==> src/rtl/fetch_ctrl_pkg.sv <==
// Shared types and constants for the instruction-fetch controller.
package fetch_ctrl_pkg;

  typedef enum logic [2:0] {
    IDLE,
    REQ,
    WAIT,
    HOLD,
    KILL
  } state_t;

  localparam logic [1:0]  J_NONE      = 2'b00;
  localparam logic [1:0]  J_J         = 2'b01;
  localparam logic [1:0]  J_JR        = 2'b10;
  localparam logic [31:0] NOP_DEFAULT = 32'h0000_0013;

endpackage

==> src/rtl/fetch_ctrl_if.sv <==
// Handshake/bus bundle between the fetch controller and its surroundings.
// master = fetch controller side, slave = pipeline/memory side.
interface fetch_ctrl_if #(
  parameter int CNT_W = 32
);
  logic             i_con_b;
  logic [1:0]       i_con_j;
  logic             i_con_dstall;
  logic             i_con_imem_ready;
  logic             i_con_imem_rvalid;
  logic [31:0]      i_data_imem_rdata;
  logic             o_con_imem_req;
  logic             o_con_ifstall;
  logic             o_con_b;
  logic [1:0]       o_con_j;
  logic [31:0]      o_data_instr;
  logic [CNT_W-1:0] o_data_stallcnt;

  modport master (
    input  i_con_b, i_con_j, i_con_dstall,
    input  i_con_imem_ready, i_con_imem_rvalid, i_data_imem_rdata,
    output o_con_imem_req, o_con_ifstall, o_con_b, o_con_j,
    output o_data_instr, o_data_stallcnt
  );

  modport slave (
    output i_con_b, i_con_j, i_con_dstall,
    output i_con_imem_ready, i_con_imem_rvalid, i_data_imem_rdata,
    input  o_con_imem_req, o_con_ifstall, o_con_b, o_con_j,
    input  o_data_instr, o_data_stallcnt
  );
endinterface

==> src/rtl/F_redirect_arb.sv <==
// Branch/jump redirect arbitration: branch beats jump, the reserved jump
// code 11 is treated as no jump. Purely combinational.
module F_redirect_arb
  import fetch_ctrl_pkg::*;
(
  input  logic       b_in,
  input  logic [1:0] j_in,
  output logic       b_out,
  output logic [1:0] j_out,
  output logic       redirect
);

  logic j_valid;

  assign j_valid  = (j_in == J_J) || (j_in == J_JR);
  assign b_out    = b_in;
  assign j_out    = (!b_in && j_valid) ? j_in : J_NONE;
  assign redirect = b_in | j_valid;

endmodule

==> src/rtl/fetch_ctrl.sv <==
// Instruction-fetch sequencer for a variable-latency instruction memory.
// Keeps at most one request outstanding, squashes stale responses after a
// redirect and parks a delivered word while decode is stalled.
// Optional stall-cycle counter enabled by defining FETCH_CTRL_PERF_EN.
module fetch_ctrl
  import fetch_ctrl_pkg::*;
#(
  parameter logic [31:0] NOP_INSTR = NOP_DEFAULT,
  parameter int          CNT_W     = 32
) (
  input logic          i_clk,
  input logic          i_nrst,
  fetch_ctrl_if.master bus
);

  state_t      state;
  state_t      state_next;
  logic [31:0] hold_word;
  logic        hold_load;
  logic        deliver;
  logic        arb_b;
  logic [1:0]  arb_j;
  logic        redirect;

  F_redirect_arb u_arb (
    .b_in     (bus.i_con_b),
    .j_in     (bus.i_con_j),
    .b_out    (arb_b),
    .j_out    (arb_j),
    .redirect (redirect)
  );

  // State register.
  always_ff @(posedge i_clk or negedge i_nrst) begin
    if (!i_nrst) state <= IDLE;
    else         state <= state_next;
  end

  // Hold register: parks a delivered word while decode is stalled.
  always_ff @(posedge i_clk or negedge i_nrst) begin
    if (!i_nrst)        hold_word <= NOP_INSTR;
    else if (hold_load) hold_word <= bus.i_data_imem_rdata;
  end

  // Next-state and control outputs; a redirect overrides everything outside IDLE.
  always_comb begin
    state_next         = state;
    hold_load          = 1'b0;
    deliver            = 1'b0;
    bus.o_con_imem_req = 1'b0;
    bus.o_con_ifstall  = 1'b1;
    bus.o_data_instr   = NOP_INSTR;
    bus.o_con_b        = 1'b0;
    bus.o_con_j        = J_NONE;

    if (state != IDLE) begin
      bus.o_con_b = arb_b;
      bus.o_con_j = arb_j;
    end

    case (state)
      IDLE: state_next = REQ;

      REQ: begin
        if (redirect) begin
          bus.o_con_ifstall = 1'b0;
          // A same-cycle response means nothing is left in flight.
          state_next = (bus.i_con_imem_ready && !bus.i_con_imem_rvalid) ? KILL : REQ;
        end else begin
          bus.o_con_imem_req = 1'b1;
          if (bus.i_con_imem_ready && bus.i_con_imem_rvalid) deliver = 1'b1;
          else if (bus.i_con_imem_ready)                     state_next = WAIT;
        end
      end

      WAIT: begin
        if (redirect) begin
          bus.o_con_ifstall = 1'b0;
          state_next = bus.i_con_imem_rvalid ? REQ : KILL;
        end else if (bus.i_con_imem_rvalid) begin
          deliver = 1'b1;
        end
      end

      HOLD: begin
        if (redirect) begin
          bus.o_con_ifstall = 1'b0;
          state_next = REQ;
        end else if (!bus.i_con_dstall) begin
          bus.o_con_ifstall = 1'b0;
          bus.o_data_instr  = hold_word;
          state_next        = REQ;
        end
      end

      KILL: begin
        if (redirect) begin
          bus.o_con_ifstall = 1'b0;
          state_next = bus.i_con_imem_rvalid ? REQ : KILL;
        end else if (bus.i_con_imem_rvalid) begin
          state_next = REQ;
        end
      end

      default: state_next = IDLE;
    endcase

    // Response hand-off: straight to IF/ID, or parked if decode is stalled.
    if (deliver) begin
      if (bus.i_con_dstall) begin
        hold_load  = 1'b1;
        state_next = HOLD;
      end else begin
        bus.o_con_ifstall = 1'b0;
        bus.o_data_instr  = bus.i_data_imem_rdata;
        state_next        = REQ;
      end
    end
  end

`ifdef FETCH_CTRL_PERF_EN
  logic [CNT_W-1:0] stall_cnt;

  // Saturating count of stalled cycles outside IDLE; only reset clears it.
  always_ff @(posedge i_clk or negedge i_nrst) begin
    if (!i_nrst)
      stall_cnt <= '0;
    else if ((state != IDLE) && bus.o_con_ifstall && (stall_cnt != {CNT_W{1'b1}}))
      stall_cnt <= stall_cnt + {{(CNT_W-1){1'b0}}, 1'b1};
  end

  assign bus.o_data_stallcnt = stall_cnt;
`else
  assign bus.o_data_stallcnt = '0;
`endif

endmodule

==> src/flat_wrapper.sv <==
// flat-port wrapper written by rule: the top's interface ports become plain ports
module fetch_ctrl_flat import fetch_ctrl_pkg::*;
#(
  parameter logic [31:0] NOP_INSTR = NOP_DEFAULT,
  parameter int          CNT_W     = 32
)
  (i_clk, i_nrst, bus_i_con_b, bus_i_con_j, bus_i_con_dstall, bus_i_con_imem_ready, bus_i_con_imem_rvalid, bus_i_data_imem_rdata, bus_o_con_imem_req, bus_o_con_ifstall, bus_o_con_b, bus_o_con_j, bus_o_data_instr, bus_o_data_stallcnt);
  fetch_ctrl_if #(.CNT_W(CNT_W)) bus_i ();
  input logic i_clk;
  input logic i_nrst;
  input wire logic [$bits(bus_i.i_con_b)-1:0] bus_i_con_b;
  input wire logic [$bits(bus_i.i_con_j)-1:0] bus_i_con_j;
  input wire logic [$bits(bus_i.i_con_dstall)-1:0] bus_i_con_dstall;
  input wire logic [$bits(bus_i.i_con_imem_ready)-1:0] bus_i_con_imem_ready;
  input wire logic [$bits(bus_i.i_con_imem_rvalid)-1:0] bus_i_con_imem_rvalid;
  input wire logic [$bits(bus_i.i_data_imem_rdata)-1:0] bus_i_data_imem_rdata;
  output wire logic [$bits(bus_i.o_con_imem_req)-1:0] bus_o_con_imem_req;
  output wire logic [$bits(bus_i.o_con_ifstall)-1:0] bus_o_con_ifstall;
  output wire logic [$bits(bus_i.o_con_b)-1:0] bus_o_con_b;
  output wire logic [$bits(bus_i.o_con_j)-1:0] bus_o_con_j;
  output wire logic [$bits(bus_i.o_data_instr)-1:0] bus_o_data_instr;
  output wire logic [$bits(bus_i.o_data_stallcnt)-1:0] bus_o_data_stallcnt;
  assign bus_i.i_con_b = bus_i_con_b;
  assign bus_i.i_con_j = bus_i_con_j;
  assign bus_i.i_con_dstall = bus_i_con_dstall;
  assign bus_i.i_con_imem_ready = bus_i_con_imem_ready;
  assign bus_i.i_con_imem_rvalid = bus_i_con_imem_rvalid;
  assign bus_i.i_data_imem_rdata = bus_i_data_imem_rdata;
  assign bus_o_con_imem_req = bus_i.o_con_imem_req;
  assign bus_o_con_ifstall = bus_i.o_con_ifstall;
  assign bus_o_con_b = bus_i.o_con_b;
  assign bus_o_con_j = bus_i.o_con_j;
  assign bus_o_data_instr = bus_i.o_data_instr;
  assign bus_o_data_stallcnt = bus_i.o_data_stallcnt;
  fetch_ctrl #(.NOP_INSTR(NOP_INSTR), .CNT_W(CNT_W)) u_core (.i_clk(i_clk), .i_nrst(i_nrst), .bus(bus_i));
endmodule
==> config.mk <==
export PLATFORM = sky130hd
export DESIGN_NAME = fetch_ctrl_flat
export DESIGN_NICKNAME = d
export VERILOG_FILES = /design/src/rtl/fetch_ctrl_pkg.sv /design/src/rtl/fetch_ctrl_if.sv /design/src/rtl/F_redirect_arb.sv /design/src/rtl/fetch_ctrl.sv /design/src/flat_wrapper.sv
export SDC_FILE = /design/constraint.sdc
export NUM_CORES = 1
export LEC_CHECK = 0
export ABC_AREA = 1
export CORE_MARGIN = 2
export CORE_UTILIZATION = 25
export CTS_CLUSTER_SIZE = 8
export DETAILED_ROUTE_END_ITERATION = 6
export PLACE_DENSITY_LB_ADDON = 0.3
export SLEW_MARGIN = 20
export SYNTH_ARGS = -nofsm -noshare
export SYNTH_HDL_FRONTEND = slang
export SYNTH_SLANG_ARGS = --single-unit
==> constraint.sdc <==
create_clock -name i_clk -period 2.48 [get_ports i_clk]
set_input_delay 0.62 -clock i_clk [delete_from_list [all_inputs] [get_ports i_clk]]
set_output_delay 0.62 -clock i_clk [all_outputs]
set_load 0.02 [all_outputs]
Yosys cells after proc, flatten, opt, wreduce, memory -nomap -nowiden
Cells that the tools add are included.

storage, ports and cells
  output and inout port bits = 69
  register bits after elaboration = 35
  bits of input ports = 40

operators by class
  equality and inequality tests = 11
  reduce and logical (&&, ||, !) cells = 10
  multiplexer cells = 34
  bitwise gates (word level) = 1

operators with widths
  operator                                                          count
  32-bit two-way mux                                                5
  3-bit two-way mux                                                 11
  4-bit by 2-bit != test with 1-bit output (second input constant)  4
  3-bit one-hot mux with 5 select lines                             1
  1-bit two-way mux                                                 12
  3-bit by 2-bit == test with 1-bit output (second input constant)  2
  2-bit two-way mux                                                 3
  5-bit AND reduction                                               1
  1-bit one-hot mux with 2 select lines                             2
  3-bit by 1-bit == test with 1-bit output (second input constant)  1
  3-bit == test (second input constant)                             1
  1-bit logical AND                                                 3
  3-bit logical NOT                                                 1
  3-bit by 1-bit != test with 1-bit output (second input constant)  1
  3-bit nonzero test                                                1
  3-bit OR reduction                                                1
  2-bit by 1-bit == test with 1-bit output (second input constant)  1
  2-bit == test (second input constant)                             1
  1-bit logical NOT                                                 2
  1-bit logical OR                                                  1
  1-bit OR                                                          1

Longest topological paths before layout
  depth after elaboration = 7
  gate-level depth with buffers = 11

Modules after synthesis
From an unflattened synthesis, not the netlist that was laid out.

second synthesis, totals
  cell total of the unflattened synthesis = 328
  area total of the unflattened synthesis = 2,462.4 um^2

modules (own cells, without submodules)
  module          seq. area each (um^2)  cells an instance  times used  area each (um^2)
  fetch_ctrl      879.6                  319                1           2,423.6
  F_redirect_arb  0.0                    9                  1           38.8

Worst setup path after synthesis
Ideal clock, no wire load.

  path type = input port to output port
  from = input port bus_i_con_j[0]
  to = output port bus_o_data_instr[11]
  cell stages on the path = 9
  required time = 1.860 ns
  path slack = 0.019 ns
  arrival time = 1.841 ns
  path through = inv_1 -> nand2_1 -> nand2_1 -> nor2_4 -> nand2_2 -> nor2_4 -> nand2_1 -> clkbuf_1 -> o21ai_0

between the ends
  longest elaborated chain between the ends = 7
  elaborated cells on any way between the ends = 11

ends and longest elaborated chain
  what                                                                       line                  source
  start: declaration                                                         flat_wrapper.sv:12    input wire logic [$bits(bus_i.i_con_j)-1:0] bus_i_con_j;
  2-bit by 1-bit == test with 1-bit output or 2-bit == test (tied branches)  F_redirect_arb.sv:15  assign j_valid = (j_in == J_J) || (j_in == J_JR);
  1-bit logical OR *                                                         F_redirect_arb.sv:15
  1-bit OR *                                                                 F_redirect_arb.sv:18  assign redirect = b_in | j_valid;
  32-bit two-way mux                                                         fetch_ctrl.sv:86      if (redirect) begin
  32-bit two-way mux                                                         fetch_ctrl.sv:61      case (state)
  32-bit two-way mux                                                         fetch_ctrl.sv:110     if (bus.i_con_dstall) begin
  32-bit two-way mux *                                                       fetch_ctrl.sv:109     if (deliver) begin
  end: declaration                                                           flat_wrapper.sv:21    output wire logic [$bits(bus_i.o_data_instr)-1:0] bus_o_data_instr;

Every way passes the cells marked *; elsewhere a longest branch is shown, timed or not.

Worst setup path after layout
  from = register u_core.state[2]
  to = output port bus_o_data_instr[13]

between the ends
  longest elaborated chain between the ends = 4
  elaborated cells on any way between the ends = 7

ends and longest elaborated chain
  what                                      line               source
  start: declaration                        fetch_ctrl.sv:16   state_t state;
  start signal: assignment                  fetch_ctrl.sv:36   else state <= state_next;
  3-bit by 2-bit == test with 1-bit output  fetch_ctrl.sv:61
  32-bit two-way mux                        fetch_ctrl.sv:61
  32-bit two-way mux                        fetch_ctrl.sv:110
  32-bit two-way mux *                      fetch_ctrl.sv:109

Marked as above.

==> impl_metrics.tcl <==
set metrics [dict create \
    max_slew_margin 0.4349 \
    met3_usage 0.03335 \
    start_util 0.2553 \
    ys_async_sr_fraction 1.000 \
    yosys_warnings 0 \
    met1_usage 0.1656 \
    finalSetupViolations 2 \
    fp-row-count 36 \
    cts_buffer_depth 2 \
    globalplace.congestion 0.7397 \
    wirelength_mm 6.917 \
    ys_seq_area_frac 0.3542 \
    n_antenna_cell 0 \
    syn_area_um2 2484 \
    clk_latency_ps 290 \
    fillers 974 \
    gr-total-overflow 0 \
    crit_arrival_ps 1870 \
    cpPeakStageDelay_ps 400 \
    synth_cells 326 \
    die-area_um2 10750 \
    drtPass1Iterations 4 \
    io_buffers 76 \
    ir_worst_vdd_v 0.0002580 \
    synth_top_cell_area_share 0.3224 \
    dp_slack_ps -915.5 \
    violations "negative setup slack" \
    cap_violations 0 \
    rsz0062_at_grt "yes" \
    slew_viol_final 0 \
    avgViaCountPerCell 4.138 \
    path_max_fanout 6 \
    final_nets 508 \
    synth_area_leaders "dfrtp_1 32%, o21ai_2 11%, buf_4 9.7%" \
    placed_area_um2 3615 \
    met2_usage 0.2185 \
    clkSlewWorstSetupHoldPaths_ps 80 \
    clock-sinks 35 \
    vias 2491 \
    power_density_nw_per_um2 599.6 \
    antenna_found_initial 0 \
    synthToLayoutAreaGrowth_pct 71.08 \
    synth_top_cell_by_area "dfrtp_1" \
    drt_iter0_markers 66 \
    reg2reg_slack_ps 810 \
    dp_hpwl_mm 4.546 \
    crit_chain "inv_2 > nand4_1 > nand2_2 > inv_2 > nor2_4 > nand2_4 > buf_6 > buf_12 > o21ai_4 > buf_6" \
    ios 109 \
    end_kind "output pin" \
    cpMaxStageDelayCell "dfrtp_1" \
    drive_gt1_frac 0.4691 \
    tightest_slew_ps 847.6 \
    status "finished with violations" \
    crit_type "reg2out" \
    drc_errors 0 \
    startpoint "u_core.state[2]" \
    grt_pass1_vias 2347 \
    hold_viol_final 0 \
    reg2reg_depth 10 \
    drtAntennaViolNets 0 \
    dieWidth_um 103.7 \
    worst_slack_ps -12.05 \
    core_um2 9729 \
    htree_levels 2 \
    layout_commonest_cell "buf_4" \
    critPathLaunchType "flop" \
    min_path_type "in2async" \
    synth-seq-cells 35 \
    synth-edff-count 0 \
    fmax_ghz 0.4013 \
    grt_max_degree 37 \
    syn_area_per_cell_um2 7.619 \
    synth-main-ff-cell "dfrtp_1" \
    fin_crit_sh 1.005 \
    gr-max-usage-layer "met2" \
    final_area_um2 4249 \
    grt_pass1_wl_mm 11.35 \
    cts_root_buffer "clkbuf_8" \
    cts_made_buffers 5 \
    r2r-start "u_core.state[2]" \
    final_cell_mix "68 x buf_4, 44 x nand2_1, 39 x inv_1" \
    p_leak_uw 0.002110 \
    tritoncts "done" \
    worstPathRequired_ps 1860 \
    die_h_um 103.7 \
    fin_crit_ps 2492 \
    wl_per_cell_um 11.49 \
    skew_ps 8.161 \
    grt_usage 0.1275 \
    ys_types 24 \
    worst_r2r_endpoint "u_core.hold_word[19]" \
]
-- cell usage after synthesis, types with 3 or more instances --
library cell	instances
a21oi_1	5
buf_4	32
buf_6	8
clkbuf_1	6
dfrtp_1	32
dfstp_2	3
inv_1	43
inv_2	3
nand2_1	50
nand2_2	12
nand3_1	38
nor2_1	17
o21ai_0	25
o21ai_1	8
o21ai_2	32
-- routing by layer --
metal / vias to the layer above / part of all wire / wire (µm)
met2: 76 / 0.49 / 3379
met4: 0 / 0.0022 / 15
li1: 1260 / - / -
met3: 2 / 0.056 / 388
met1: 1153 / 0.45 / 3134
met5: - / 0 / 0
-- worst max-delay path: cells and delay by family (launching register included) --
family | cells | cell delay [ps]
DFF | 1 | 400
and+or+nand+nor | 4 | 460
buffers and inverters | 5 | 580
AOI/OAI and AO/OA | 1 | 140
-- metrics by stage --
step	hold slack [ps]	TNS (ps)	utilization	std cells	total power (µW)
after floorplan	324.4	0	-	357	1622
after global placement	466.2	-27260	0.3715	576	1964
after detailed placement	468.4	-28800	0.3715	576	1985
after CTS	457.2	-190.9	0.4117	600	2515
after global routing	500.3	-2583	0.4367	602	2742
final	441.3	-13.88	0.4367	602	2548
-- what timing repair did --
action                                  CTS  global route
gates resized for setup                 278            49
hold buffers                              0             0
pin swaps                                12            11
cloned                                    5             1
setup buffers                            11             3
endpoints found under the setup margin   37            34
-- power by group --
group / switching, µW / internal [µW] / total (µW) / leakage, µW
Sequential: 155 / 812 / 967 / 0.000457
Combinational: 588 / 521 / 1110 / 0.00160
Clock: 218 / 253 / 471 / 0.0000505
Total: 961 / 1590 / 2550 / 0.00211
-- worst max-delay path by stage --
stage | end | slack (ps) | cells past startpoint
2_1_floorplan | bus_o_data_instr[11] | 20 | 9
3_3_place_gp | bus_o_data_instr[13] | -890 | 11
3_5_place_dp | bus_o_data_instr[13] | -920 | 11
4_1_cts | bus_o_data_instr[21] | -30 | 10
5_1_grt | bus_o_data_instr[6] | -120 | 10
6_report | bus_o_data_instr[13] | -10 | 10
-- sequential cells by signal, summed over array words and instances (netlist names) --
name / count
u_core.hold_word: 32
u_core.state: 3
-- cell families (layout without fill, tap and decap cells) --
| group | after synthesis | after routing | share of synthesized area |
|---|---|---|---|
| AOI/OAI and AO/OA | 70 | 70 | 0.1894 |
| DFF | 35 | 35 | 0.3542 |
| other | 1 | 32 | 0.001510 |
| buffers and inverters | 95 | 207 | 0.2217 |
| and+or+nand+nor | 125 | 125 | 0.2333 |
-- layout make-up --
cell class / instances / area, µm² / share of cell area
timing repair buffer: 153 / 1483 / 0.3489
multi-input combinational: 227 / 1444 / 0.3398
sequential: 35 / 879.6 / 0.2070
clock inverter: 1 / 7.507 / 0.001767
clock buffer: 7 / 96.34 / 0.02267
inverter: 46 / 172.7 / 0.04064
tap: 133 / 166.4 / 0.03916
Power figures use the tool's default switching activity.
